File: src/rtl/pipe_register_pkg.sv
// Shared constants and helpers for the pipe_register slice.
package pipe_register_pkg;

  localparam int DEF_WORD_LENGTH = 16;
  localparam int DEF_DEPTH       = 2;

  // Bits needed to count 0..depth valid stages.
  function automatic int occ_width(input int depth);
    return (depth < 1) ? 1 : $clog2(depth + 1);
  endfunction

endpackage

File: src/rtl/pipe_register_stage.sv
// pipe_stage: one data word plus its valid bit, with load/drop/clear control.
module pipe_stage
  import pipe_register_pkg::*;
#(
  parameter int WORD_LENGTH = DEF_WORD_LENGTH
) (
  input  logic                   clk,
  input  logic                   reset,
  input  logic                   load_i,
  input  logic                   drop_i,
  input  logic                   clear_i,
  input  logic [WORD_LENGTH-1:0] data_i,
  output logic                   valid_o,
  output logic [WORD_LENGTH-1:0] data_o
);

  logic                   valid_q, valid_d;
  logic [WORD_LENGTH-1:0] data_q, data_d;

  // clear wins over a simultaneous load; data is never cleared except by reset
  always_comb begin
    valid_d = valid_q;
    data_d  = data_q;
    if (clear_i) begin
      valid_d = 1'b0;
    end else if (load_i) begin
      valid_d = 1'b1;
      data_d  = data_i;
    end else if (drop_i) begin
      valid_d = 1'b0;
    end
  end

  always_ff @(posedge clk or negedge reset) begin
    if (!reset) begin
      valid_q <= 1'b0;
      data_q  <= '0;
    end else begin
      valid_q <= valid_d;
      data_q  <= data_d;
    end
  end

  assign valid_o = valid_q;
  assign data_o  = data_q;

endmodule

File: src/rtl/pipe_register.sv
// Elastic DEPTH-stage pipeline register with valid/ready handshake and flush.
// Optional occupancy counter compiled in with PIPE_REGISTER_OCC_EN.
module pipe_register
  import pipe_register_pkg::*;
#(
  parameter int WORD_LENGTH = DEF_WORD_LENGTH,
  parameter int DEPTH       = DEF_DEPTH
) (
  input  logic                   clk,
  input  logic                   reset,
  input  logic                   flush,
  input  logic                   in_valid,
  input  logic [WORD_LENGTH-1:0] in_data,
  output logic                   in_ready,
  output logic                   out_valid,
  output logic [WORD_LENGTH-1:0] out_data,
  input  logic                   out_ready
`ifdef PIPE_REGISTER_OCC_EN
  ,
  output logic [occ_width(DEPTH)-1:0] occupancy
`endif
);

  logic [DEPTH-1:0]       stage_valid;
  logic [DEPTH-1:0]       advance;
  logic [DEPTH-1:0]       load;
  logic [WORD_LENGTH-1:0] stage_data [DEPTH];

  // Advance resolves from the output stage backwards so a full pipe still moves.
  always_comb begin
    advance = '0;
    advance[DEPTH-1] = stage_valid[DEPTH-1] & out_ready;
    for (int i = DEPTH - 2; i >= 0; i--) begin
      advance[i] = stage_valid[i] & (~stage_valid[i+1] | advance[i+1]);
    end
  end

  assign in_ready = (~stage_valid[0] | advance[0]) & ~flush;

  always_comb begin
    load    = '0;
    load[0] = in_valid & in_ready;
    for (int i = 1; i < DEPTH; i++) begin
      load[i] = advance[i-1];
    end
  end

  for (genvar g = 0; g < DEPTH; g++) begin : g_stage
    if (g == 0) begin : g_first
      pipe_stage #(.WORD_LENGTH(WORD_LENGTH)) u_stage (
        .clk     (clk),
        .reset   (reset),
        .load_i  (load[g]),
        .drop_i  (advance[g]),
        .clear_i (flush),
        .data_i  (in_data),
        .valid_o (stage_valid[g]),
        .data_o  (stage_data[g])
      );
    end else begin : g_rest
      pipe_stage #(.WORD_LENGTH(WORD_LENGTH)) u_stage (
        .clk     (clk),
        .reset   (reset),
        .load_i  (load[g]),
        .drop_i  (advance[g]),
        .clear_i (flush),
        .data_i  (stage_data[g-1]),
        .valid_o (stage_valid[g]),
        .data_o  (stage_data[g])
      );
    end
  end

  assign out_valid = stage_valid[DEPTH-1];
  assign out_data  = stage_data[DEPTH-1];

`ifdef PIPE_REGISTER_OCC_EN
  localparam int OW = occ_width(DEPTH);

  logic [OW-1:0] occ_q, occ_d;
  logic          in_xfer, out_xfer;

  assign in_xfer  = in_valid & in_ready;
  assign out_xfer = advance[DEPTH-1] & ~flush;

  always_comb begin
    occ_d = occ_q;
    if (flush) begin
      occ_d = '0;
    end else begin
      occ_d = occ_q + OW'(in_xfer) - OW'(out_xfer);
    end
  end

  always_ff @(posedge clk or negedge reset) begin
    if (!reset) begin
      occ_q <= '0;
    end else begin
      occ_q <= occ_d;
    end
  end

  assign occupancy = occ_q;
`endif

endmodule
File: config.mk
export PLATFORM = sky130hd
export DESIGN_NAME = pipe_register
export DESIGN_NICKNAME = d
export VERILOG_FILES = /design/src/rtl/pipe_register_pkg.sv /design/src/rtl/pipe_register_stage.sv /design/src/rtl/pipe_register.sv
export SDC_FILE = /design/constraint.sdc
export NUM_CORES = 1
export LEC_CHECK = 0
export CORE_AREA = 2 2 58 60
export DETAILED_ROUTE_END_ITERATION = 12
export DIE_AREA = 0 0 60 62
export PLACE_DENSITY_LB_ADDON = 0.15
export SLEW_MARGIN = 10
export SYNTH_ARGS = -nofsm -noshare
export SYNTH_HDL_FRONTEND = slang
export SYNTH_SLANG_ARGS = --single-unit
File: constraint.sdc
create_clock -name clk -period 4.3 [get_ports clk]
set_input_delay 0.645 -clock clk [delete_from_list [all_inputs] [get_ports clk]]
set_output_delay 0.645 -clock clk [all_outputs]
set_load 0.05 [all_outputs]
==> metrics.cfg, run 1 <==
[status]
status=finished clean

[cts]
cts_tree=done
cts-htree-levels=2
clk_pin_slew_worst_paths_ns=0.09
cts_stage_hold_buffer_count=0
clock_insertion_delay_worst_skew_ns=0.32
tritoncts.num_buffers=5
cts.path.max_buffers=2
clock-root-buffer=sky130_fd_sc_hd__clkbuf_4
post_cts.resized_instances=0
post-cts-setup-buffer-count=0
clock_sink_count=34

[detailed_routing]
met3RoutedLength_um=117
routed.top_layer=met4
wire_length_on_met1_um=964
wire_per_inst_um=13.80
drt_first_pass_iters=3
totalWireLength_mm=2.305
post_drt_via_cell_ratio=4.671
vias=780
drt_iter0_drc=25
wl_met2_mm=1.204
antenna_violating_nets_post_route=0
post-route-drc-count=0

[sta]
max_slew_margin_pct=38.70
setup_viol=0
hold_violations=0
min_period_ns=2.860
rsz_0062_raised_after_global_routing=no
finalMaxSlewViolations=0
pin_slew_with_the_least_headroom_to_its_limit_ns=0.9195
finalSetupTns_ns=0
final.period_utilization_pct=66.51
achievable_frequency_mhz=349.7
fin_worst_skew_ns=0.005640

[logic_synthesis]
syn_nets=99
synth_warnings=0
synth_area_per_cell_sq_um=17.02
yosysSeqAreaShare_pct=64.09
yosys.cell_types.count=12
synthesis.instances=78
post_synthesis_register_bit_count=34
netlist_area_sq_um=1328

[setup_path]
worstSetupEndpointType=output port
critical_path.slowest_cell=sky130_fd_sc_hd__clkdlybuf4s50_1
worstPathArrival_ns=2.21
crit_path_cell_trace=clkdlybuf4s50_1 -> and3b_1 -> nor2_1 -> clkdlybuf4s50_1
worst-endpoint-required_ns=3.65
critPathLaunchType=input pin
crit_fanout=3
worst_path_largest_cell_delay_ns=0.81
timing.critical_path.mode_cell=sky130_fd_sc_hd__clkdlybuf4s50_1
critical_path_type=input pin to output port

[global_route]
grtUsageTotal_pct=14.60
grt_remaining_overflow=0
grt_first_pass_wirelength_mm=3.767
antenna_found_initial=0
grt_max_degree=35
via_count_of_the_first_global_routing_pass=829

[die]
start_util_pct=41.76
core_area_sq_um=3179
die_y_um=62
die_area_sq_um=3720
rows=21
x_dimension_of_the_die_um=60
ports=39

[finish]
num_antenna_cells=0
ff_latch_area_sq_um=850.8
finalNonFillerCells=167
layout-drive-gt1-share_pct=33.06
net_count_of_the_finished_layout=142
area_growth_syn_to_layout_pct=35.06
multiInputGateArea_sq_um=445.4
fillCellCount=287

[place]
routability_cong=0.6300
place.port_buffers=38
post-place-cells=160
detailed_place_hpwl_mm=1.529

[job]
max-cap-violations=0

[pwr]
peakVddDrop_mv=0.2703
p_leak_uw=0.0007961
fin_total_pwr_uw=960.7
power_per_cell_area_nw_per_um2=535.8

[min_path]
hp-class=flop to flop

==> kinds of logic (layout without fill, tap and decap cells) <==
family | count (synthesis) | in the layout | share of synthesized area, %
AO/OA/AOI/OAI | 1 | 1 | 0.3766
buffers and inverters | 4 | 47 | 2.356
flip-flops | 34 | 34 | 64.09
multiplexers | 32 | 32 | 29.97
AND/OR/NAND/NOR | 7 | 7 | 3.205
==> critical path, delay by kind of cell <==
family / cells / cell delay, ns
buffers and inverters: 2 / 1.28
and+or+nand+nor: 2 / 0.29
==> synth_stat cells <==
master	n	area, sq um
sky130_fd_sc_hd__dfrtp_1	34	850.8
sky130_fd_sc_hd__mux2_2	22	247.7
sky130_fd_sc_hd__mux2_4	10	150.1
sky130_fd_sc_hd__nor2_1	3	11.26
sky130_fd_sc_hd__buf_6	2	22.52
sky130_fd_sc_hd__a21oi_1	1	5.000
sky130_fd_sc_hd__and3b_1	1	8.760
sky130_fd_sc_hd__buf_2	1	5.000
sky130_fd_sc_hd__inv_1	1	3.750
sky130_fd_sc_hd__nand2b_1	1	6.260
sky130_fd_sc_hd__nand3b_1	1	7.510
sky130_fd_sc_hd__or3b_1	1	8.760
==> layout by cell type, fill, tap and decap left out, types with 2 or more instances in the layout <==
cell type and n:
sky130_fd_sc_hd__clkdlybuf4s50_1 38, sky130_fd_sc_hd__clkinv_2 2, sky130_fd_sc_hd__mux2_2 22, sky130_fd_sc_hd__nor2_1 3, sky130_fd_sc_hd__clkbuf_4 5, sky130_fd_sc_hd__mux2_4 10
sky130_fd_sc_hd__dfrtp_1 34
==> per-layer routing <==
layer | track usage [%] | up-vias
li1 | - | 356
met1 | 16.16 | 399
met2 | 24.53 | 23
met3 | 6.211 | 2
met4 | 6.667 | 0
met5 | 0 | -
==> registers in the layout (all words and copies together), names as in the netlist <==
register and cells:
g_stage.g_rest.u_stage.data_o 16, g_stage.g_first.u_stage.valid_o 1, g_stage.g_first.u_stage.data_o 16, g_stage.g_rest.u_stage.valid_o 1
==> report_power, final <==
part           leakage [uW]  total [uW]  internal, uW  switching (uW)
clock network     0.0000308         156          58.8            97.5
logic              0.000360         381           158             222
registers          0.000405         424           390            33.8
total              0.000796         961           607             354
==> area by class of cell <==
type	instances	area share, %
multi-input combinational	40	24.84
tap	46	3.210
sequential	34	47.45
inverter	1	0.2094
clock buffer	5	2.094
clock inverter	2	0.5583
timing repair buffer	39	21.63
==> through the flow <==
stage	setup WS [ns]	instance area [sq um]	hold slack [ns]	utilization, %
detailed placement	1.434	1745	0.4927	54.90
global route	1.377	1793	0.5304	56.40
CTS	1.427	1793	0.5161	56.40
global placement	1.474	1745	0.4822	54.90
floorplan	2.185	1328	0.3494	-
finish	1.440	1793	0.5125	56.40
==> path summary, 6_finish.rpt <==
path,start,to,slack [ns],depth (start not counted)
worst max-delay path,out_ready,in_ready,1.44,4
worst min-delay path,g_stage[0].g_first.u_stage.data_o[0],g_stage[1].g_rest.u_stage.data_o[0],0.51,1
worst max register to register,g_stage[0].g_first.u_stage.valid_o,g_stage[0].g_first.u_stage.data_o[12],2.37,3
worst min register to register,g_stage[0].g_first.u_stage.data_o[0],g_stage[1].g_rest.u_stage.data_o[0],0.51,1
max in group asynchronous,reset,g_stage[1].g_rest.u_stage.data_o[2],3.26,2
min in group asynchronous,reset,g_stage[1].g_rest.u_stage.data_o[9],0.74,2
(Power assumes the default switching activity.)
==> run 2: changes to the inputs <==
==> constraint.sdc (replaced) <==
create_clock -name clk -period 2.65 [get_ports clk]
set_input_delay 0.3975 -clock clk [delete_from_list [all_inputs] [get_ports clk]]
set_output_delay 0.3975 -clock clk [all_outputs]
set_load 0.05 [all_outputs]
==> metrics.cfg, run 2 (same netlist as run 1, synthesis figures left out) <==
[place]
place.port_buffers=38  ; unchanged
routability_cong=0.6619  ; +5.1%
worst_slack_placed_ns=0.5464  ; -0.8875 ns

[die]
die_area_sq_um=3720  ; unchanged
core_area_sq_um=3179  ; unchanged
die_y_um=62  ; unchanged
start_util_pct=41.76  ; unchanged
x_dimension_of_the_die_um=60  ; unchanged
rows=21  ; unchanged
ports=39  ; unchanged

[cts]
cts_tree=done
post-cts-setup-buffer-count=0  ; unchanged
clk_pin_slew_worst_paths_ns=0.10  ; about the same
cts_stage_hold_buffer_count=0  ; unchanged
tritoncts.num_buffers=5  ; unchanged
clock_insertion_delay_worst_skew_ns=0.32  ; about the same
cts-htree-levels=2  ; unchanged
clock_sink_count=34  ; unchanged
clock-root-buffer=sky130_fd_sc_hd__clkbuf_4
post_cts.resized_instances=0  ; unchanged
cts.path.max_buffers=2  ; unchanged

[job]
max-cap-violations=0  ; unchanged

[finish]
final_cell_mix=sky130_fd_sc_hd__clkdlybuf4s50_1 (37), sky130_fd_sc_hd__dfrtp_1 (34), sky130_fd_sc_hd__mux2_2 (22)
area_growth_syn_to_layout_pct=36.95
net_count_of_the_finished_layout=144  ; +1.4%
postLayoutCoreUtil_pct=57.18  ; +0.79 points
layout_commonest_cell=sky130_fd_sc_hd__clkdlybuf4s50_1
num_antenna_cells=0  ; unchanged
layout-drive-gt1-share_pct=34.68  ; +1.6 points

[sta]
setup_ws_ns=0.7416  ; -0.6986 ns
hold_violations=0  ; unchanged
final.period_utilization_pct=72.01
rsz_0062_raised_after_global_routing=no
pin_slew_with_the_least_headroom_to_its_limit_ns=0.5078  ; -0.4117 ns
finalMaxSlewViolations=0  ; unchanged
min_period_ns=1.908
timing.hold.ws_ns=0.4651  ; -0.04731 ns
finalSetupTns_ns=0  ; unchanged
max_slew_margin_pct=66.04  ; +27 points
achievable_frequency_mhz=524.0
fin_worst_skew_ns=0.008177  ; +0.002537 ns
setup_viol=0  ; unchanged

[setup_path]
critical_path_type=flop to output port
worst_path_largest_cell_delay_ns=0.81  ; about the same
critPathLaunchType=flop
worstSetupEndpointType=output port
crit_fanout=2  ; -1
regToRegSetupSlack_ns=1.03  ; -1.34 ns
reg2reg_depth=4  ; +1
worst-endpoint-required_ns=2.25  ; -1.40 ns
critical_path.slowest_cell=sky130_fd_sc_hd__clkdlybuf4s50_1
regToRegEndpoint=g_stage[0].g_first.u_stage.data_o[4]
worstPathArrival_ns=1.51  ; -0.70 ns
worst_r2r_startpoint=g_stage[0].g_first.u_stage.valid_o
crit_path_cell_trace=clkdlybuf4s50_1
cp_num_buf_inv=1  ; -1
worst_path_dominant_cell_family=buffers and inverters

[detailed_routing]
post-route-drc-count=0  ; unchanged
post_drt_via_cell_ratio=4.571  ; -2.1%
wire_per_inst_um=12.84  ; -7.0%
drt_first_pass_iters=3  ; unchanged
antenna_violating_nets_post_route=0  ; unchanged
vias=777  ; -0.38%
totalWireLength_mm=2.183  ; -5.3%
drt_iter0_drc=3  ; -88%

[global_route]
via_count_of_the_first_global_routing_pass=759  ; -8.4%
grt_first_pass_wirelength_mm=3.401  ; -9.7%
grt_max_degree=35  ; unchanged
grtUsageTotal_pct=13.32  ; -1.3 points
grt_remaining_overflow=0  ; unchanged
antenna_found_initial=0  ; unchanged

[status]
status=finished clean

[pwr]
peakVddDrop_mv=0.4862  ; +80%
p_leak_uw=0.0008103  ; +1.8%
power_per_cell_area_nw_per_um2=875.3  ; +63%
fin_total_pwr_uw=1591  ; +66%

[min_path]
hp-class=input pin to asynchronous set/reset pin

run 2: final cells by class:
cell class              instances  area [sq um]
clock buffers                   7         55.05
flip-flops and latches         34         850.8
inverters                       1         3.754
well taps                      46         57.56
repair buffers                 41         400.4
multi-input cells              40         445.4
clock inverters                 1         5.005
fillers                       267          1361
run 2: per-stage QoR:
| stage | std cells | area, sq um |
|---|---|---|
| after floorplan | 78 | 1328 |
| after global placement | 162 | 1758 |
| after detailed placement | 162 | 1758 |
| after CTS | 170 | 1818 |
| after global routing | 170 | 1818 |
| final | 170 | 1818 |
run 2: per-layer routing:
layer	part of all wire, %	GRT usage (%)
met1	40	14.71
met2	51	21.89
met3	6.7	6.004
met4	1.8	6.667
met5	0	0
run 2: worst max path at each step:
stage	start	to	slack, ns	cells past startpoint
2_1_floorplan	g_stage[1].g_rest.u_stage.valid_o	g_stage[0].g_first.u_stage.data_o[10]	0.78	5
3_3_place_gp	out_ready	g_stage[0].g_first.u_stage.data_o[8]	0.58	5
3_5_place_dp	out_ready	g_stage[0].g_first.u_stage.data_o[4]	0.55	5
4_1_cts	g_stage[1].g_rest.u_stage.data_o[14]	out_data[14]	0.72	1
5_1_grt	g_stage[1].g_rest.u_stage.data_o[7]	out_data[7]	0.69	1
6_report	g_stage[1].g_rest.u_stage.data_o[14]	out_data[14]	0.74	1
run 2: where the power goes:
part / internal, uW / switching (uW)
registers: 633 / 57.7
logic: 257 / 359
clock network: 128 / 155
==> run 3: changes to the inputs <==
--- a/config.mk
+++ b/config.mk
@@ -5,9 +5,9 @@
 export SDC_FILE = /design/constraint.sdc
 export NUM_CORES = 1
 export LEC_CHECK = 0
-export CORE_AREA = 2 2 58 60
+export CORE_AREA = 2 2 60 62
 export DETAILED_ROUTE_END_ITERATION = 12
-export DIE_AREA = 0 0 60 62
+export DIE_AREA = 0 0 62 64
 export PLACE_DENSITY_LB_ADDON = 0.15
 export SLEW_MARGIN = 10
 export SYNTH_ARGS = -nofsm -noshare
==> constraint.sdc (replaced) <==
create_clock -name clk -period 1.5 [get_ports clk]
set_input_delay 0.225 -clock clk [delete_from_list [all_inputs] [get_ports clk]]
set_output_delay 0.225 -clock clk [all_outputs]
set_load 0.05 [all_outputs]
==> metrics.cfg, run 3 (same netlist as run 1, synthesis figures left out) <==
[status]
status=finished with violations
violations_in_the_final_reports=setup timing

[pwr]
power_per_cell_area_nw_per_um2=1551  ; +77%
share_seq_of_total_power_pct=41.7  ; -1.7 points
p_leak_uw=0.0008798  ; +8.6%
internal_power_uw=1900  ; +87%
p_clk_share_pct=21.6  ; +3.8 points
sw_frac_of_total_pct=35.07  ; -0.90 points
p_switching_uw=1026  ; +79%
comb_power_share_pct=36.6  ; -2.2 points
peakVddDrop_mv=0.7380  ; +52%

[setup_path]
critical_path.slowest_cell=sky130_fd_sc_hd__dfrtp_2
crit_path_cell_trace=and3b_1 -> or3b_4 -> buf_6 -> mux2_4
crit_fanout=9  ; +7
critical_path_type=flop to flop
critPathLaunchType=flop
worstSetupEndpointType=flop
worstPathArrival_ns=1.77  ; +0.26 ns
worst_path_largest_cell_delay_ns=0.42  ; -0.39 ns
worst-endpoint-required_ns=1.72  ; -0.53 ns
reg2reg_depth=4  ; unchanged

[die]
ports=39  ; unchanged
die_y_um=64  ; +3.2%
core_area_sq_um=3284  ; +3.3%
rows=21  ; unchanged
die_area_sq_um=3968  ; +6.7%
x_dimension_of_the_die_um=62  ; +3.3%
start_util_pct=40.42  ; -1.3 points

[sta]
achievable_frequency_mhz=646.0
min_period_ns=1.548
setup_viol=17  ; +17
final.period_utilization_pct=103.2
fin_worst_skew_ns=0.01405  ; +0.005874 ns
rsz_0062_raised_after_global_routing=yes
setup_ws_ns=-0.04805  ; -0.7897 ns
max_slew_margin_pct=87.53  ; +21 points
finalMaxSlewViolations=0  ; unchanged
finalSetupTns_ns=-0.5293  ; -0.5293 ns
hold_violations=0  ; unchanged
pin_slew_with_the_least_headroom_to_its_limit_ns=0.1871  ; -0.3207 ns

[cts]
cts_tree=done
clock_insertion_delay_worst_skew_ns=0.33  ; about the same
clock_sink_count=34  ; unchanged
clk_pin_slew_worst_paths_ns=0.10  ; about the same
cts-htree-levels=2  ; unchanged
clock-root-buffer=sky130_fd_sc_hd__clkbuf_4
cts_stage_hold_buffer_count=0  ; unchanged
tritoncts.num_buffers=5  ; unchanged
cts.path.max_buffers=2  ; unchanged

[place]
placement.cell_area_sq_um=1787  ; +1.6%
detailed_place_hpwl_mm=1.687
place.port_buffers=38  ; unchanged
worst_slack_placed_ns=-0.4112  ; -0.9575 ns
routability_cong=0.6114  ; -7.6%

[job]
max-cap-violations=0  ; unchanged

[finish]
layout-drive-gt1-share_pct=52.67  ; +18 points
layout_commonest_cell=sky130_fd_sc_hd__dfrtp_1
postLayoutCoreUtil_pct=57.45  ; +0.27 points
net_count_of_the_finished_layout=151  ; +4.9%
num_antenna_cells=0  ; unchanged
area_growth_syn_to_layout_pct=42.13
final_cell_mix=sky130_fd_sc_hd__dfrtp_1 (33), sky130_fd_sc_hd__buf_4 (24), sky130_fd_sc_hd__mux2_2 (22)
post-route-cell-area_sq_um=1887  ; +3.8%

[detailed_routing]
antenna_violating_nets_post_route=0  ; unchanged
post-route-drc-count=0  ; unchanged
wire_per_inst_um=13.34  ; +3.9%
post_drt_via_cell_ratio=4.599  ; +0.62%
vias=814  ; +4.8%
drt_iter0_drc=14  ; +11
totalWireLength_mm=2.361  ; +8.2%
drt_first_pass_iters=2  ; -1

[global_route]
antenna_found_initial=0  ; unchanged
grt_first_pass_wirelength_mm=4.029  ; +18%
grtUsageTotal_pct=14.12  ; +0.80 points
grt_max_degree=35  ; unchanged
via_count_of_the_first_global_routing_pass=856  ; +13%
grt_remaining_overflow=0  ; unchanged

[min_path]
hp-class=input pin to asynchronous set/reset pin

## run 3: cell types whose count changed in the layout (fill, tap and decap cells not counted), moves of 2 or more
cell,before,now
sky130_fd_sc_hd__buf_4,4,24
sky130_fd_sc_hd__buf_12,0,2
sky130_fd_sc_hd__buf_6,0,2
sky130_fd_sc_hd__clkdlybuf4s50_1,37,20
## run 3: cell type report
cell class	count	area, sq um
multi-input cells	40	455.4
repair buffers	48	442.9
clock inverters	1	30.03
clock buffers	7	45.04
flip-flops and latches	34	852.1
inverters	1	3.754
well taps	46	57.56
fillers	274	1398
## run 3: power by group through the flow
stage	clock (uW)	combinational (uW)	sequential, uW
floorplan	0	245	1700
global placement	0	1060	1230
detailed placement	0	1070	1240
CTS	652	1080	1230
global route	719	1120	1250
finish	633	1070	1220
## run 3: repair_timing
action | 4_1_cts | 5_1_grt
setup endpoints to repair | 17 | 17
buffers inserted | 0 | 1
gates cloned | 0 | 0
gates resized for setup | 5 | 0
## run 3: worst paths after layout
| kind | from | end | slack, ns |
|---|---|---|---|
| hold / removal | reset | g_stage[0].g_first.u_stage.data_o[4] | 0.26 |
| min in group clk | in_data[11] | g_stage[0].g_first.u_stage.data_o[11] | 0.50 |
| max in group asynchronous | reset | g_stage[1].g_rest.u_stage.valid_o | 1.04 |
| hold reg to reg | g_stage[0].g_first.u_stage.data_o[2] | g_stage[1].g_rest.u_stage.data_o[2] | 0.51 |
| setup reg to reg | g_stage[1].g_rest.u_stage.valid_o | g_stage[0].g_first.u_stage.data_o[9] | -0.05 |
| setup / recovery | g_stage[1].g_rest.u_stage.valid_o | g_stage[0].g_first.u_stage.data_o[9] | -0.05 |
## run 3: routing by layer
layer  share of wire [%]  GRT usage [%]  up-vias
li1                    -              -      374
met1                  43          18.61      407
met2                  47          20.05       27
met3                 8.3          6.275        6
met4                 1.6          5.585        0
met5                   0              0        -
## run 3: critical path: cells and delay by family (launching register included)
kind	cells	cell delay, ns
simple gates	2	0.57
buf+inv	1	0.16
flops	1	0.42
mux	1	0.30
## run 3: per-stage QoR
stage	hold WS (ns)	total power, uW	cells
floorplan	-0.07059	1946	78
global placement	0.4840	2294	168
detailed placement	0.4928	2316	168
CTS	0.2541	2958	176
global route	0.2385	3090	177
finish	0.2635	2926	177
